## config.mk

```make
export PLATFORM = sky130hd
export DESIGN_NAME = zynet_cfg_sequencer
export DESIGN_NICKNAME = d
export VERILOG_FILES = /design/src/rtl/zynet_cfg_sequencer.sv
export SDC_FILE = /design/constraint.sdc
export NUM_CORES = 1
export LEC_CHECK = 0
export CORE_ASPECT_RATIO = 1.5
export CORE_MARGIN = 5
export CORE_UTILIZATION = 40
export DETAILED_ROUTE_END_ITERATION = 8
export PLACE_DENSITY = 0.74
export SKIP_LAST_GASP = 1
export SYNTH_ARGS = -nofsm -noshare
export SYNTH_HDL_FRONTEND = slang
export SYNTH_SLANG_ARGS = --single-unit
```

## constraint.sdc

```tcl
create_clock -name s_axi_aclk -period 4.7 [get_ports s_axi_aclk]
set_input_delay 1.175 -clock s_axi_aclk [delete_from_list [all_inputs] [get_ports s_axi_aclk]]
set_output_delay 1.175 -clock s_axi_aclk [all_outputs]
set_load 0.02 [all_outputs]
```

## src/rtl/zynet_cfg_sequencer.sv

```systemverilog
`default_nettype none
// ============================================================================
// Module      : zynet_cfg_sequencer
// Description : AXI4-Lite master that streams layer/neuron/weight/bias config
//               into a ZyNet core, then reads the class result on interrupt.
// Revision    : 1.0 - initial release
// ============================================================================
module zynet_cfg_sequencer #(
    parameter int                        NUM_LAYERS = 4,
    parameter int                        DATA_WIDTH = 16,
    parameter logic [32*NUM_LAYERS-1:0]  NEURON_TAB = {32'd10, 32'd10, 32'd30, 32'd30},
    parameter logic [32*NUM_LAYERS-1:0]  WEIGHT_TAB = {32'd10, 32'd30, 32'd30, 32'd784}
) (
    input  logic                  s_axi_aclk,
    input  logic                  s_axi_aresetn,
    input  logic                  start,
    input  logic [DATA_WIDTH-1:0] cfg_data,
    input  logic                  cfg_valid,
    output logic                  cfg_ready,
    output logic [31:0]           m_awaddr,
    output logic                  m_awvalid,
    input  logic                  m_awready,
    output logic [31:0]           m_wdata,
    output logic [3:0]            m_wstrb,
    output logic                  m_wvalid,
    input  logic                  m_wready,
    input  logic [1:0]            m_bresp,
    input  logic                  m_bvalid,
    output logic                  m_bready,
    output logic [31:0]           m_araddr,
    output logic                  m_arvalid,
    input  logic                  m_arready,
    input  logic [31:0]           m_rdata,
    input  logic [1:0]            m_rresp,
    input  logic                  m_rvalid,
    output logic                  m_rready,
    input  logic                  intr,
    output logic                  busy,
    output logic                  cfg_done,
    output logic                  err,
    output logic [DATA_WIDTH-1:0] result,
    output logic                  result_valid
);

    localparam int LW        = (NUM_LAYERS > 1) ? $clog2(NUM_LAYERS) : 1;
    localparam int TAB_DEPTH = 1 << LW;

    typedef enum logic [3:0] {
        S_IDLE   = 4'd0,
        S_SRST   = 4'd1,
        S_LAYER  = 4'd2,
        S_NEURON = 4'd3,
        S_WEIGHT = 4'd4,
        S_BIAS   = 4'd5,
        S_WRESP  = 4'd6,
        S_RUN    = 4'd7,
        S_RADDR  = 4'd8,
        S_RDATA  = 4'd9
    } state_t;

    logic [31:0] neuron_tab [TAB_DEPTH];
    logic [31:0] weight_tab [TAB_DEPTH];

    // Power-of-two padded lookup so the layer counter indexes without range issues.
    for (genvar g = 0; g < TAB_DEPTH; g++) begin : g_tab
        if (g < NUM_LAYERS) begin : g_used
            assign neuron_tab[g] = NEURON_TAB[32*g +: 32];
            assign weight_tab[g] = WEIGHT_TAB[32*g +: 32];
        end else begin : g_pad
            assign neuron_tab[g] = 32'd1;
            assign weight_tab[g] = 32'd1;
        end
    end

    if (DATA_WIDTH < 32) begin : g_rdata_unused
        logic unused_rdata;
        assign unused_rdata = ^m_rdata[31:DATA_WIDTH];
    end

    state_t                state_q, state_d;
    state_t                ret_q, ret_d;
    logic                  issued_q, issued_d;
    logic                  awvalid_q, awvalid_d;
    logic                  wvalid_q, wvalid_d;
    logic [31:0]           awaddr_q, awaddr_d;
    logic [31:0]           wdata_q, wdata_d;
    logic                  arvalid_q, arvalid_d;
    logic [31:0]           araddr_q, araddr_d;
    logic [LW-1:0]         layer_q, layer_d;
    logic [31:0]           neuron_q, neuron_d;
    logic [31:0]           weight_q, weight_d;
    logic                  bias_q, bias_d;
    logic                  busy_q, busy_d;
    logic                  cfg_done_q, cfg_done_d;
    logic                  err_q, err_d;
    logic [DATA_WIDTH-1:0] result_q, result_d;
    logic                  result_valid_q, result_valid_d;
    logic                  intr_q, intr_d;
    logic                  intr_prev_q, intr_prev_d;

    logic        wr_state, cfg_state, aw_done, w_done, intr_edge;
    logic        neuron_last, weight_last, layer_last;
    logic [31:0] wr_addr, wr_data;

    assign wr_state    = (state_q inside {S_SRST, S_LAYER, S_NEURON, S_WEIGHT, S_BIAS});
    assign cfg_state   = (state_q inside {S_WEIGHT, S_BIAS});
    assign aw_done     = !awvalid_q || m_awready;
    assign w_done      = !wvalid_q || m_wready;
    assign intr_edge   = intr_q && !intr_prev_q;
    assign neuron_last = (neuron_q == neuron_tab[layer_q] - 32'd1);
    assign weight_last = (weight_q == weight_tab[layer_q] - 32'd1);
    assign layer_last  = (layer_q == LW'(NUM_LAYERS - 1));

    always_comb begin
        wr_addr = 32'h0;
        wr_data = 32'h0;
        case (state_q)
            S_SRST:   begin wr_addr = 32'h1C; wr_data = 32'h0;                 end
            S_LAYER:  begin wr_addr = 32'h0C; wr_data = 32'(layer_q) + 32'd1;  end
            S_NEURON: begin wr_addr = 32'h10; wr_data = neuron_q;              end
            S_WEIGHT: begin wr_addr = 32'h00; wr_data = 32'(cfg_data);         end
            S_BIAS:   begin wr_addr = 32'h04; wr_data = 32'(cfg_data);         end
            default:  ;
        endcase
    end

    always_comb begin
        state_d        = state_q;
        ret_d          = ret_q;
        issued_d       = issued_q;
        awvalid_d      = awvalid_q && !m_awready;
        wvalid_d       = wvalid_q && !m_wready;
        awaddr_d       = awaddr_q;
        wdata_d        = wdata_q;
        arvalid_d      = arvalid_q && !m_arready;
        araddr_d       = araddr_q;
        layer_d        = layer_q;
        neuron_d       = neuron_q;
        weight_d       = weight_q;
        bias_d         = bias_q;
        cfg_done_d     = cfg_done_q;
        err_d          = err_q;
        result_d       = result_q;
        result_valid_d = 1'b0;
        intr_d         = intr;
        intr_prev_d    = intr_q;

        // Every write state launches once, then waits for both address and data to land.
        if (wr_state) begin
            if (!issued_q) begin
                if (!cfg_state || cfg_valid) begin
                    awvalid_d = 1'b1;
                    wvalid_d  = 1'b1;
                    awaddr_d  = wr_addr;
                    wdata_d   = wr_data;
                    issued_d  = 1'b1;
                end
            end else if (aw_done && w_done) begin
                state_d  = S_WRESP;
                ret_d    = state_q;
                issued_d = 1'b0;
            end
        end

        case (state_q)
            S_IDLE: begin
                if (start) begin
                    state_d  = S_SRST;
                    layer_d  = '0;
                    neuron_d = 32'd0;
                    weight_d = 32'd0;
                    bias_d   = 1'b0;
                end
            end
            S_WRESP: begin
                if (m_bvalid) begin
                    if (m_bresp != 2'b00) err_d = 1'b1;
                    case (ret_q)
                        S_SRST:   state_d = S_LAYER;
                        S_LAYER:  state_d = S_NEURON;
                        S_NEURON: state_d = bias_q ? S_BIAS : S_WEIGHT;
                        S_WEIGHT, S_BIAS: begin
                            if (ret_q == S_WEIGHT && !weight_last) begin
                                weight_d = weight_q + 32'd1;
                                state_d  = S_WEIGHT;
                            end else if (!neuron_last) begin
                                weight_d = 32'd0;
                                neuron_d = neuron_q + 32'd1;
                                state_d  = S_NEURON;
                            end else if (!layer_last) begin
                                weight_d = 32'd0;
                                neuron_d = 32'd0;
                                layer_d  = layer_q + 1'b1;
                                state_d  = S_LAYER;
                            end else begin
                                weight_d = 32'd0;
                                neuron_d = 32'd0;
                                layer_d  = '0;
                                if (!bias_q) begin
                                    bias_d  = 1'b1;
                                    state_d = S_LAYER;
                                end else begin
                                    cfg_done_d = 1'b1;
                                    state_d    = S_RUN;
                                end
                            end
                        end
                        default: state_d = S_IDLE;
                    endcase
                end
            end
            S_RUN: begin
                if (intr_edge) begin
                    state_d   = S_RADDR;
                    arvalid_d = 1'b1;
                    araddr_d  = 32'h08;
                end
            end
            S_RADDR: begin
                if (m_arready) state_d = S_RDATA;
            end
            S_RDATA: begin
                if (m_rvalid) begin
                    if (m_rresp != 2'b00) err_d = 1'b1;
                    result_d       = m_rdata[DATA_WIDTH-1:0];
                    result_valid_d = 1'b1;
                    state_d        = S_RUN;
                end
            end
            default: ;
        endcase

        busy_d = !(state_d inside {S_IDLE, S_RUN, S_RADDR, S_RDATA});
    end

    always_ff @(posedge s_axi_aclk or negedge s_axi_aresetn) begin
        if (!s_axi_aresetn) begin
            state_q        <= S_IDLE;
            ret_q          <= S_IDLE;
            issued_q       <= 1'b0;
            awvalid_q      <= 1'b0;
            wvalid_q       <= 1'b0;
            awaddr_q       <= 32'h0;
            wdata_q        <= 32'h0;
            arvalid_q      <= 1'b0;
            araddr_q       <= 32'h0;
            layer_q        <= '0;
            neuron_q       <= 32'd0;
            weight_q       <= 32'd0;
            bias_q         <= 1'b0;
            busy_q         <= 1'b0;
            cfg_done_q     <= 1'b0;
            err_q          <= 1'b0;
            result_q       <= '0;
            result_valid_q <= 1'b0;
            intr_q         <= 1'b0;
            intr_prev_q    <= 1'b0;
        end else begin
            state_q        <= state_d;
            ret_q          <= ret_d;
            issued_q       <= issued_d;
            awvalid_q      <= awvalid_d;
            wvalid_q       <= wvalid_d;
            awaddr_q       <= awaddr_d;
            wdata_q        <= wdata_d;
            arvalid_q      <= arvalid_d;
            araddr_q       <= araddr_d;
            layer_q        <= layer_d;
            neuron_q       <= neuron_d;
            weight_q       <= weight_d;
            bias_q         <= bias_d;
            busy_q         <= busy_d;
            cfg_done_q     <= cfg_done_d;
            err_q          <= err_d;
            result_q       <= result_d;
            result_valid_q <= result_valid_d;
            intr_q         <= intr_d;
            intr_prev_q    <= intr_prev_d;
        end
    end

    assign cfg_ready    = cfg_state && !issued_q;
    assign m_awaddr     = awaddr_q;
    assign m_awvalid    = awvalid_q;
    assign m_wdata      = wdata_q;
    assign m_wstrb      = 4'hF;
    assign m_wvalid     = wvalid_q;
    assign m_bready     = (state_q == S_WRESP);
    assign m_araddr     = araddr_q;
    assign m_arvalid    = arvalid_q;
    assign m_rready     = (state_q == S_RDATA);
    assign busy         = busy_q;
    assign cfg_done     = cfg_done_q;
    assign err          = err_q;
    assign result       = result_q;
    assign result_valid = result_valid_q;

endmodule
`default_nettype wire
```

* Word level (Yosys, flattened, before mapping)
Index checks and enable logic that the tools add are counted.
** Word-level totals
- Input port bits :: 62
- Word-level logic and storage cells :: 165
- Register bits :: 166
- Output and inout bits :: 126
** Operators by class
- Muxes and demuxes :: 65
- Bitwise logic cells :: 3
- Magnitude comparators :: 1
- $add $sub $neg :: 6
- Equality and inequality tests :: 29
- Reductions and logical operators :: 41
** Operators with widths (number)
- 32-bit 2-to-1 mux :: 12
- 32-bit binary-select mux with 2-bit select :: 2
- 32-bit one-hot mux with 2 select lines :: 2
- 32-bit one-hot mux with 3 select lines :: 1
- 32-bit by 1-bit adder with 32-bit output (second input constant) :: 2
- 32-bit == test :: 2
- 32-bit by 1-bit subtractor with 32-bit output (second input constant) :: 2
- 4-bit 2-to-1 mux :: 8
- 4-bit by 3-bit == test with 1-bit output (second input constant) :: 7
- 1-bit 2-to-1 mux :: 24
- 4-bit one-hot mux with 5 select lines :: 1
- 5-bit one-hot mux with 4 select lines :: 1
- 4-bit by 2-bit == test with 1-bit output (second input constant) :: 4
- 4-bit == test (second input constant) :: 4
- 7-bit AND reduction :: 2
- 2-bit 2-to-1 mux :: 6
- 3-bit 2-to-1 mux :: 4
- 3-bit one-hot mux with 4 select lines :: 1
- 1-bit logical NOT :: 10
- 2-bit by 1-bit != test with 1-bit output (second input constant) :: 5
- 5-bit AND reduction :: 2
- 2-bit nonzero test :: 5
- 4-bit by 1-bit == test with 1-bit output (second input constant) :: 2
- 4-bit logical NOT :: 2
- 18 further kinds :: 34

* Depth between registers and ports, before layout
- Word-level depth :: 15
- Gate-level depth with buffers :: 11
- Mapped depth without buffers :: 9

* Worst setup path after synthesis
Ideal clock, no wire load.
- Path type :: input port to flip-flop
- From :: input m_bvalid
- To :: register neuron_q[0]
- Required time :: 4.575 ns
- Cell stages on the path :: 8
- Path slack :: 1.760 ns
- Library setup time :: 0.125 ns
- Buffers on the path :: 3
- Arrival :: 2.815 ns
- Cell sequence :: nor2b_1 -> a41oi_1 -> or3_1 -> buf_2 -> a31oi_4 -> buf_6 -> buf_2 -> mux2_2
** On the way
- Word-level cells in the longest chain between the ends :: 2
** RTL lines
- from (decl) :: RTL line 28 : input logic m_bvalid,
- 2-bit != test (no source line)
- 5-bit AND reduction (no source line)
- to (signal assigned) :: RTL line 269 : neuron_q <= neuron_d;
- to (decl) :: RTL line 90 : logic [31:0] neuron_q, neuron_d;
Every way passes these cells.
A chain may end at the register's enable or synchronous reset.

* Worst setup path after layout
- From :: input m_bvalid
- To :: register neuron_q[15]
Same word-level chain as after synthesis.

==> metrics.cfg <==
[sta]
fmax_mhz=269
hold_slack_ps=395
final_hold_viol_count=0
timing.setup.tns_ps=0
worst_pin_slew_ps=910
fin_skew_ps=11.8
period_needed_ps=3710
drv_slew=0
post-route-period-util=0.790
finalSetupViolations=0
maxSlewHeadroom=0.388
grt_setup_unrepaired=no

[die]
die_w_um=120
num_rows=60
start_util=0.405
core_area_sq_mm=0.0179
fp.dieArea_sq_mm=0.0210
dieHeight_um=175
io_pins=188

[finish]
fill_cells=1656
final_common_cell=dfrtp_1
regArea_sq_mm=0.00343
final_core_util=0.495
nNetsFinal=966
final_cell_mix=137 x dfrtp_1, 132 x nand2_1, 106 x clkdlybuf4s50_1
multi_input_area_sq_mm=0.00337
drive_gt1_frac=0.0626
syn_to_final_growth_pct=22.3
antenna_cells=0

[synthesis]
synth_area_leaders=dfrtp_1 47%, nand2_1 6.9%, buf_4 6.7%, xor2_1 5.3%, o21ai_0 3.8%
ys_types=58
synthMuxAreaShare=0.0102
synth_top_area_frac=0.472
synth_area_per_cell_sq_um=9.10
synthAdderAreaFrac=0.0121
synth_edf_count=0
synth_top_family_by_area=simple AND/OR/NAND/NOR gates
synth_area_sq_mm=0.00727
syn-instance-count=798
yosys.area.top_type=dfrtp_1
yosys.area_share.simple=0.242
ys_ff_latch=137
async_flop_share=1.00
yosys_warnings=0
synth_xor_area_frac=0.0651
synth_compound_area_frac=0.0997
synthFlopType=dfrtp_1
synth-seq-area-share=0.472

[cts]
cts_root_buffer=clkbuf_16
clock_latency_ps=420
clock_path_buffers=2
clk_pin_slew_ps=60
cts_buffers=17
cts_sinks=137
cts_tree=yes
cts-resized-gates=0
post_cts.repair.setup_buffers=0
holdBufCountCts=0
htree_levels=4

[global_route]
grt_usage=0.171
grt_pass1_vias=5845
overflow=0
grt_max_degree=86
grt_first_pass_wirelength_um=29300
antenna_found_initial=0

[critical_path]
worstSetupEndpointType=register
start_kind=primary input
critical_path_required_ps=5040
worstSetupPathType=primary input to register
cp_max_fo=14
worstPathArrival_ps=4050

[detailed_routing]
drt_wl_total_um=18000
drt_iter0_markers=322
routedWlPerCell_um=16.0
ant_nets=0
drtPass1Iterations=5
vias=5967
vias_per_cell=5.29
drc_errors=0

[power]
p_leak_nw=3.99
power_mw=4.45
irDropWorstVdd_uv=257
power.density_mw_per_mm2=501

[placement]
numPortBuffers=107
gp_congestion=0.858
dp_hpwl_um=12800

[outcome]
outcome=finished, final reports clean

[min_path]
hold_class=register to register

[run]
cap_violations=0

flip-flops by register name, summed over array words and instances, names as in the netlist:
signal and cells:
state_q 4, busy 1, m_awvalid 1, weight_q 32
m_awaddr 3, m_arvalid 1, neuron_q 32, intr_prev_q 1
intr_prev_d 1, issued_q 1, result 16, m_araddr 1
cfg_done 1, result_valid 1, bias_q 1, ret_q 4
m_wvalid 1, m_wdata 32, layer_q 2, err 1
worst paths after layout:
check                               from      endpoint  slack (ps)  cells past startpoint
max                             m_bvalid  neuron_q[15]         990                      8
min in group asynchronous  s_axi_aresetn  weight_q[24]         800                      1
min                          intr_prev_d   intr_prev_q         390                      0
max reg2reg                   state_q[1]  neuron_q[15]        1600                      6
min reg2reg                  intr_prev_d   intr_prev_q         390                      0
max in group asynchronous  s_axi_aresetn      ret_q[1]        2960                      2
worst max-delay path, stage by stage:
cell	delay (ps)
clkdlybuf4s50_1	520
nor2b_1	220
a41oi_1	180
or3_1	580
a31oi_4	520
nand3_1	300
or3_1	400
a21oi_1	150
cell usage after synthesis (all sizes together) (2+ instances only):
library cell,instances
a211o,2
a211oi,2
a21o,2
a21oi,18
a22o,3
a22oi,13
a31oi,4
and2,5
and3,16
and4,9
buf,81
clkbuf,20
conb,2
dfrtp,137
ha,7
inv,16
mux2,3
mux2i,4
nand2,133
nand2b,11
nand3,34
nand4,29
nor2,65
nor2b,6
nor3,12
nor3b,3
nor4,14
nor4b,4
o211ai,2
o21ai,55
o22ai,2
o31ai,2
o41ai,3
or3,9
or4,3
xnor2,10
xor2,44
routing by layer:
metal	global-route usage	part of all wire
met5	0	0
met2	0.306	0.53
met3	0.0334	0.051
met4	0.0846	0.041
met1	0.193	0.38
stage by stage:
stage / std cells / setup slack, ps / area [sq um]
2_1_floorplan: 860 / 1760 / 7500
3_3_place_gp: 1095 / 688 / 8300
3_5_place_dp: 1095 / 648 / 8300
4_1_cts: 1127 / 1020 / 8890
5_1_grt: 1127 / 805 / 8890
6_report: 1127 / 986 / 8890
power by group:
part           internal [mW]  total [mW]  switching [mW]  leakage (nW)
clock                  0.794        1.34           0.542         0.284
combinational          0.616        1.51           0.892          1.89
sequential              1.40        1.61           0.203          1.82
total                   2.81        4.45            1.64          3.99
layout make-up:
class	count	share of cell area
clock buffer	18	0.0483
clock inverter	14	0.0182
inverter	17	0.00718
multi-input combinational	605	0.379
sequential	137	0.386
tap	217	0.0306
timing repair buffer	119	0.131
cells by family after synthesis:
kind of cell / Yosys count
buffers and inverters: 118
other: 2
XOR/XNOR: 54
multiplexers: 7
adder cells (fa/ha/maj): 7
flip-flops: 137
AND/OR/NAND/NOR: 356
AO/OA/AOI/OAI: 117
(Power assumes the default switching activity.)
